<file path="src/rtl/snitch_icache_flush_ctrl.sv">
// Flush/invalidate sequencer for the L1 instruction cache tag array.
// On reset and on each software flush request it stalls lookups, drains
// in-flight lookups and refills, pulses an invalidate to every L0, then
// walks every set clearing all ways' tags before releasing the cache.
//
// Ports:
//   clk_i, rst_ni        clock, asynchronous active-low reset
//   flush_valid_i/ready_o software flush request / one-cycle acknowledge
//   busy_o, lookup_stall_o high whenever the sequencer is not idle
//   lookup_idle_i        no lookup in flight in the L1 pipeline
//   refill_pending_i     at least one refill outstanding
//   l0_flush_o           one-cycle invalidate pulse to all L0 caches
//   tag_req_*/tag_*_o    tag-SRAM write port request (clears a whole set)
module snitch_icache_flush_ctrl #(
  parameter int unsigned LINE_COUNT     = 128,
  parameter int unsigned WAY_COUNT      = 4,
  parameter int unsigned NR_FETCH_PORTS = 2,
  localparam int unsigned SET_ALIGN     = (LINE_COUNT > 1) ? $clog2(LINE_COUNT) : 1
) (
  input  logic                      clk_i,
  input  logic                      rst_ni,
  input  logic                      flush_valid_i,
  output logic                      flush_ready_o,
  output logic                      busy_o,
  output logic                      lookup_stall_o,
  input  logic                      lookup_idle_i,
  input  logic                      refill_pending_i,
  output logic [NR_FETCH_PORTS-1:0] l0_flush_o,
  output logic                      tag_req_valid_o,
  input  logic                      tag_req_ready_i,
  output logic [SET_ALIGN-1:0]      tag_addr_o,
  output logic [WAY_COUNT-1:0]      tag_way_mask_o,
  output logic                      tag_write_o
);

  localparam logic [SET_ALIGN-1:0] LAST_SET = SET_ALIGN'(LINE_COUNT - 1);

  typedef enum logic [1:0] {
    ST_IDLE  = 2'd0,
    ST_DRAIN = 2'd1,
    ST_INVAL = 2'd2,
    ST_DONE  = 2'd3
  } state_e;

  state_e               state_q, state_d;
  logic [SET_ALIGN-1:0] set_q, set_d;
  logic                 sw_q, sw_d;
  logic                 l0_q, l0_d;

  // State register; reset lands in DRAIN so the undefined tag SRAM is cleared.
  always_ff @(posedge clk_i or negedge rst_ni) begin
    if (!rst_ni) begin
      state_q <= ST_DRAIN;
      set_q   <= '0;
      sw_q    <= 1'b0;
      l0_q    <= 1'b0;
    end else begin
      state_q <= state_d;
      set_q   <= set_d;
      sw_q    <= sw_d;
      l0_q    <= l0_d;
    end
  end

  // Next-state logic.
  always_comb begin
    state_d = state_q;
    set_d   = set_q;
    sw_d    = sw_q;
    l0_d    = 1'b0;
    unique case (state_q)
      ST_IDLE: begin
        if (flush_valid_i) begin
          state_d = ST_DRAIN;
          sw_d    = 1'b1;
        end
      end
      ST_DRAIN: begin
        // Requests arriving while busy are left pending and served from IDLE.
        if (lookup_idle_i && !refill_pending_i) begin
          state_d = ST_INVAL;
          l0_d    = 1'b1;
        end
      end
      ST_INVAL: begin
        if (tag_req_ready_i) begin
          if (set_q == LAST_SET) begin
            state_d = ST_DONE;
            set_d   = '0;
          end else begin
            set_d = set_q + SET_ALIGN'(1);
          end
        end
      end
      ST_DONE: begin
        state_d = ST_IDLE;
        sw_d    = 1'b0;
      end
      default: state_d = ST_DRAIN;
    endcase
  end

  // Outputs are pure decodes of registered state.
  assign busy_o          = (state_q != ST_IDLE);
  assign lookup_stall_o  = busy_o;
  assign flush_ready_o   = (state_q == ST_DONE) && sw_q;
  assign l0_flush_o      = {NR_FETCH_PORTS{l0_q}};
  assign tag_req_valid_o = (state_q == ST_INVAL);
  assign tag_write_o     = tag_req_valid_o;
  assign tag_addr_o      = set_q;
  assign tag_way_mask_o  = {WAY_COUNT{tag_req_valid_o}};

endmodule

</file>
<file path="config.mk">
export PLATFORM = sky130hd
export DESIGN_NAME = snitch_icache_flush_ctrl
export DESIGN_NICKNAME = d
export VERILOG_FILES = /design/src/rtl/snitch_icache_flush_ctrl.sv
export SDC_FILE = /design/constraint.sdc
export NUM_CORES = 1
export LEC_CHECK = 0
export ABC_AREA = 1
export BUFFER_PORTS_ARGS = -buffer_cell sky130_fd_sc_hd__buf_2
export CAP_MARGIN = 10
export CORE_MARGIN = 5
export CORE_UTILIZATION = 40
export CTS_CLUSTER_DIAMETER = 40
export DETAILED_ROUTE_END_ITERATION = 8
export HOLD_SLACK_MARGIN = 0.08
export PLACE_DENSITY = 0.66
export SYNTH_ARGS = -nofsm -noshare
export SYNTH_HDL_FRONTEND = slang
export SYNTH_SLANG_ARGS = --single-unit
</file>
<file path="constraint.sdc">
create_clock -name clk_i -period 1.75 [get_ports clk_i]
set_input_delay 0.35 -clock clk_i [delete_from_list [all_inputs] [get_ports clk_i]]
set_output_delay 0.35 -clock clk_i [all_outputs]
set_load 0.03 [all_outputs]
</file>
==> impl_metrics.tcl, run 1 <==
set metrics [dict create \
    status "completed" \
    dieWidth_um 52.7 \
    via_count 604 \
    yosysTopAreaCellShare_pct 34.2 \
    routabilityCongestion 0.812 \
    start_util_pct 42.3 \
    synth_seq_cells 11 \
    core-area_um2 1730 \
    drc 0 \
    routedWlPerCell_um 11.2 \
    cts_buffers 3 \
    wl_mm 1.54 \
    grt_usage_pct 13.3 \
    crit_fanout 3 \
    synth_top_flop_cell "dfrtp_1" \
    final_cell_area_um2 875 \
    syn_area_per_cell_um2 8.03 \
    ys_async_sr_fraction_pct 100 \
    dp_hpwl_mm 1.15 \
    grt_max_degree 12 \
    netlist_instances 91 \
    io_buffers 23 \
    grt.overflow.total 0 \
    finClkSkew_ns 0.000320 \
    vias_per_cell 4.41 \
    clk_latency_ns 0.27 \
    grt_setup_unrepaired "false" \
    final-hold-violation-count 0 \
    placed_area_um2 817 \
    die_h_um 52.7 \
    ys_top_cells_by_count "nand2_1, inv_1, dfrtp_1" \
    first_pass_iters 4 \
    synth-edff-count 0 \
    antenna_found_initial 0 \
    synth.most_common_cell "nand2_1" \
    ir_drop_uv 1120 \
    period_needed_ns 1.68 \
    fin_crit_sh_pct 96.1 \
    area_growth_pct 19.7 \
    drive_above_1_share_pct 34.8 \
    worst_slew_pin_slew_ns 0.261 \
    leakagePower_nw 0.505 \
    ys_types 21 \
    crit_slowest_cell "dfstp_2" \
    max_slew_margin_pct 82.6 \
    synth_nets 102 \
    rows 15 \
    required_ns 1.40 \
    fin_nets 124 \
    setup.worst_path.end_class "output port" \
    synth_area_um2 731 \
    start_kind "flip-flop" \
    clk_pin_slew_ns 0.07 \
    ioPinCount 24 \
    critPathKind "reg -> out" \
    grt_pass1_vias 614 \
    yosysTopAreaCell "dfrtp_1" \
    htreeDepth 1 \
    arrival_ns 1.33 \
    n_antenna_cell 0 \
    drv_cap 0 \
    die_area_um2 2780 \
    grt_pass1_wl_mm 2.65 \
    final_max_slew_viol_count 0 \
    root_buffer "clkbuf_4" \
    ant_nets 0 \
    path_cells "inv_1 > ha_2 > inv_2 > buf_4" \
    ys_seq_area_share_pct 37.8 \
    cts_max_path_buffers 2 \
    min_path_type "in -> reg" \
    cts_tree "done" \
    tns_ns 0 \
    drt_iter0_drc 19 \
    synth_area_leaders "dfrtp_1, nand2_1, inv_1" \
    fmax_ghz 0.595 \
    cts.sinks 11 \
    yosysWarnings 0 \
    cpPeakStageDelay_ns 0.55 \
    power_density_nw_per_um2 2090 \
    final-setup-viol-count 0 \
]
-- timing repair --
item,in CTS,in global routing
resized for setup,1,7
hold endpoints to repair,10,0
gates cloned,0,0
buffers inserted,0,1
hold buffers,1,0
setup endpoints to repair,8,8
-- metal layers --
layer | global-route usage [%] | vias to the layer above | wire [µm]
li1 | - | 311 | -
met1 | 14.4 | 274 | 654
met2 | 22.1 | 17 | 768
met3 | 6.55 | 2 | 102
met4 | 4.68 | 0 | 13
met5 | 0 | - | 0
-- through the flow --
step	hold slack, ns	utilization [%]	setup slack (ns)	instances	total power [mW]
floorplan	0.0544	-	0.101	91	1.40
global placement	0.231	47.3	0.273	131	1.57
detailed placement	0.240	47.3	0.225	131	1.58
CTS	0.239	49.6	-0.00765	136	1.77
global route	0.230	50.7	0.00637	137	1.97
finish	0.242	50.7	0.0690	137	1.82
-- layout make-up --
class,count,area (µm²)
Multi-Input combinational cell,54,332
Clock buffer,4,26.3
Inverter,18,67.6
Timing Repair Buffer,25,141
Sequential cell,11,277
Tap cell,25,31.3
Fill cell,176,852
-- worst max-delay path: cells and delay by family, from the launching register on --
family / cells / cell delay (ns)
adder cells (fa/ha/maj): 1 / 0.21
buffers and inverters: 3 / 0.29
flip-flops: 1 / 0.55
-- placed cells by master, fill, tap and decap left out --
| cell | synthesis | routed |
|---|---|---|
| o21ai_1 | 1 | 1 |
| o21ai_0 | 3 | 3 |
| nand4_1 | 1 | 1 |
| nand3_2 | 1 | 1 |
| nand3_1 | 5 | 5 |
| inv_2 | 0 | 1 |
| nor2_1 | 3 | 3 |
| ha_2 | 0 | 2 |
| nor2_2 | 1 | 1 |
| clkbuf_1 | 0 | 1 |
| buf_6 | 0 | 1 |
| and2_1 | 1 | 1 |
| nand2_1 | 20 | 20 |
| a21oi_1 | 3 | 3 |
| dfstp_2 | 1 | 1 |
| nand2_2 | 3 | 3 |
| buf_4 | 8 | 2 |
| ha_1 | 5 | 3 |
| dfrtp_1 | 10 | 10 |
| nor3b_1 | 1 | 1 |
| nor3_4 | 1 | 1 |
| dlygate4sd3_1 | 0 | 1 |
| and3_1 | 1 | 1 |
| buf_2 | 0 | 21 |
| xor2_1 | 2 | 2 |
| clkbuf_4 | 0 | 3 |
| nor2_4 | 2 | 2 |
| inv_1 | 18 | 17 |
-- flip-flops by register name, indices dropped and copies added (netlist names) --
signal,count
state_q,2
l0_q,1
tag_addr_o,7
sw_q,1
-- logic make-up (layout without fill, tap and decap cells) --
| group | Yosys count | after routing | share of synthesized area (%) |
|---|---|---|---|
| adder cells (fa/ha/maj) | 5 | 5 | 8.56 |
| buffers and inverters | 26 | 47 | 17.5 |
| flip-flops | 11 | 11 | 37.8 |
| XOR/XNOR | 2 | 2 | 2.40 |
| AO/OA/AOI/OAI | 7 | 7 | 4.79 |
| AND/OR/NAND/NOR | 40 | 40 | 28.9 |
-- final timing paths --
kind | from | end | slack (ns) | cells after the start
max | state_q[0] | busy_o | 0.07 | 4
min | refill_pending_i | l0_q | 0.24 | 2
max reg2reg | state_q[0] | tag_addr_o[5] | 0.29 | 7
min reg2reg | sw_q | sw_q | 0.52 | 2
max in group asynchronous | rst_ni | state_q[0] | 1.00 | 2
min in group asynchronous | rst_ni | sw_q | 0.48 | 2
-- power by group --
part	leakage, nW	internal (mW)	total (mW)	switching, mW
Combinational	0.361	0.368	1.16	0.789
Clock	0.0150	0.0883	0.181	0.0930
Sequential	0.129	0.374	0.485	0.111
Note: power is estimated with default switching activity, not from simulation.
==> inputs of run 2 (changes only) <==
--- a/config.mk
+++ b/config.mk
@@ -6,14 +6,14 @@
 export NUM_CORES = 1
 export LEC_CHECK = 0
 export ABC_AREA = 1
-export BUFFER_PORTS_ARGS = -buffer_cell sky130_fd_sc_hd__buf_2
+export BUFFER_PORTS_ARGS = -buffer_cell sky130_fd_sc_hd__buf_4
 export CAP_MARGIN = 10
 export CORE_MARGIN = 5
 export CORE_UTILIZATION = 40
 export CTS_CLUSTER_DIAMETER = 40
 export DETAILED_ROUTE_END_ITERATION = 8
 export HOLD_SLACK_MARGIN = 0.08
-export PLACE_DENSITY = 0.66
+export PLACE_DENSITY = 0.64
 export SYNTH_ARGS = -nofsm -noshare
 export SYNTH_HDL_FRONTEND = slang
 export SYNTH_SLANG_ARGS = --single-unit
==> constraint.sdc (replaced) <==
create_clock -name clk_i -period 1.6 [get_ports clk_i]
set_input_delay 0.32 -clock clk_i [delete_from_list [all_inputs] [get_ports clk_i]]
set_output_delay 0.32 -clock clk_i [all_outputs]
set_load 0.03 [all_outputs]
==> impl_metrics.tcl, run 2 (same netlist as run 1, synthesis figures left out) <==
set metrics [dict create \
    die_area_um2 2780 \
    grt_max_degree 12 \
    pre_cts_slack_ns 0.153 \
    htreeDepth 1 \
    antenna_found_initial 0 \
    grt_pass1_wl_mm 2.60 \
    rows 15 \
    cts.sinks 11 \
    power_switching_share_pct 49.9 \
    grt_pass1_vias 626 \
    via_count 623 \
    pwr-share-clk_pct 8.5 \
    drv_cap 0 \
    placed_area_um2 877 \
    power_density_nw_per_um2 2280 \
    worst_slew_pin_slew_ns 0.199 \
    grt.overflow.total 0 \
    fill_cells 172 \
    path_cells "inv_2 > ha_4 > buf_4" \
    wl_mm 1.53 \
    cpPeakStageDelay_ns 0.57 \
    required_ns 1.28 \
    clk_pin_slew_ns 0.07 \
    cts_tree "done" \
    holdPathStages 2 \
    final_max_slew_viol_count 0 \
    drive_above_1_share_pct 37.7 \
    cts_max_path_buffers 2 \
    arrival_ns 1.28 \
    finClkSkew_ns 0.00202 \
    routedWlPerCell_um 11.0 \
    ioPinCount 24 \
    final_cell_mix "nand2_1, buf_4, inv_1, dfrtp_1, buf_6" \
    root_buffer "clkbuf_4" \
    vias_per_cell 4.48 \
    r2r_cells 8 \
    ant_nets 0 \
    p_comb_share_pct 68.0 \
    period_needed_ns 1.60 \
    grt_setup_unrepaired "true" \
    final-hold-violation-count 0 \
    p_switching_mw 1.14 \
    routabilityCongestion 0.810 \
    crit_fanout 7 \
    die_h_um 52.7 \
    clk_latency_ns 0.27 \
    grt_usage_pct 13.3 \
    p_total_mw 2.28 \
    start_kind "flip-flop" \
    fin_crit_sh_pct 99.7 \
    final_common_cell "nand2_1" \
    leakagePower_nw 0.544 \
    final-setup-viol-count 0 \
    critPathKind "reg -> out" \
    crit_slowest_cell "dfstp_2" \
    finish.utilization_pct 58.1 \
    ir_drop_uv 1130 \
    io_buffers 23 \
    first_pass_iters 4 \
    drc 0 \
    start_util_pct 42.3 \
    dp_cells 131 \
    cts_buffers 3 \
    intPower_mw 1.14 \
    drt_iter0_drc 4 \
    fmax_ghz 0.627 \
    fin_nets 126 \
    n_antenna_cell 0 \
    dp_hpwl_mm 1.16 \
    core-area_um2 1730 \
    fin_ws_ns 0.00410 \
    min_path_type "in -> reg" \
    sequentialPowerShare_pct 23.5 \
    largest_register_ffs 7 \
    dieWidth_um 52.7 \
    area_growth_pct 37.3 \
    status "completed" \
    max_slew_margin_pct 86.7 \
    final_cell_area_um2 1000 \
    fin_cells 139 \
    setup.worst_path.end_class "output port" \
]
run 2: cell types whose count changed in the layout (fill, tap and decap cells not counted):
| cell | before | now |
|---|---|---|
| buf_2 | 21 | 0 |
| nand2_4 | 0 | 1 |
| nand2_2 | 3 | 2 |
| inv_1 | 17 | 16 |
| ha_2 | 2 | 1 |
| buf_12 | 0 | 1 |
| ha_4 | 0 | 2 |
| inv_4 | 0 | 1 |
| buf_6 | 1 | 6 |
| buf_4 | 2 | 19 |
| ha_1 | 3 | 2 |
run 2: worst max-delay path, delay by kind of cell, from the launching register on:
| family | cells | cell delay (ns) |
|---|---|---|
| flip-flops | 1 | 0.57 |
| buffers and inverters | 2 | 0.24 |
| adder cells (fa/ha/maj) | 1 | 0.19 |
run 2: cell type report:
type	instances	area (µm²)	area share [%]
sequential	11	277	27.6
multi-input combinational	54	359	35.8
timing repair buffer	27	240	23.9
inverter	18	70.1	6.98
tap	25	31.3	3.12
clock buffer	4	26.3	2.62
run 2: worst paths after layout:
path | start | end | slack (ns)
min in group asynchronous | rst_ni | l0_q | 0.42
setup reg to reg | state_q[0] | tag_addr_o[3] | 0.14
hold reg to reg | sw_q | sw_q | 0.50
setup / recovery | state_q[0] | tag_write_o | 0.004
hold / removal | refill_pending_i | l0_q | 0.20
max in group asynchronous | rst_ni | state_q[0] | 0.96
run 2: power groups by stage:
stage	clock network [mW]	logic [mW]	registers, mW
2_1_floorplan	0	0.873	0.664
3_3_place_gp	0	1.31	0.532
3_5_place_dp	0	1.32	0.534
4_1_cts	0.204	1.47	0.536
5_1_grt	0.220	1.70	0.558
6_report	0.194	1.55	0.537
run 2: routing by layer:
layer	GRT usage (%)	wire (µm)	vias up
met5	0	0	-
met4	8.94	40	0
met3	3.70	80	5
met2	22.5	744	21
met1	14.2	661	278
li1	-	-	319
run 2: repair_timing:
action	4_1_cts	5_1_grt
hold endpoints to repair	11	0
resized for setup	8	6
setup buffers	2	1
setup endpoints to repair	8	9
hold buffers	1	0
run 2: per-stage QoR:
| stage | hold slack (ns) | TNS (ns) |
|---|---|---|
| floorplan | 0.0244 | 0 |
| CTS | 0.190 | -0.0226 |
| global placement | 0.164 | 0 |
| finish | 0.200 | 0 |
| detailed placement | 0.166 | 0 |
| global route | 0.191 | -0.392 |
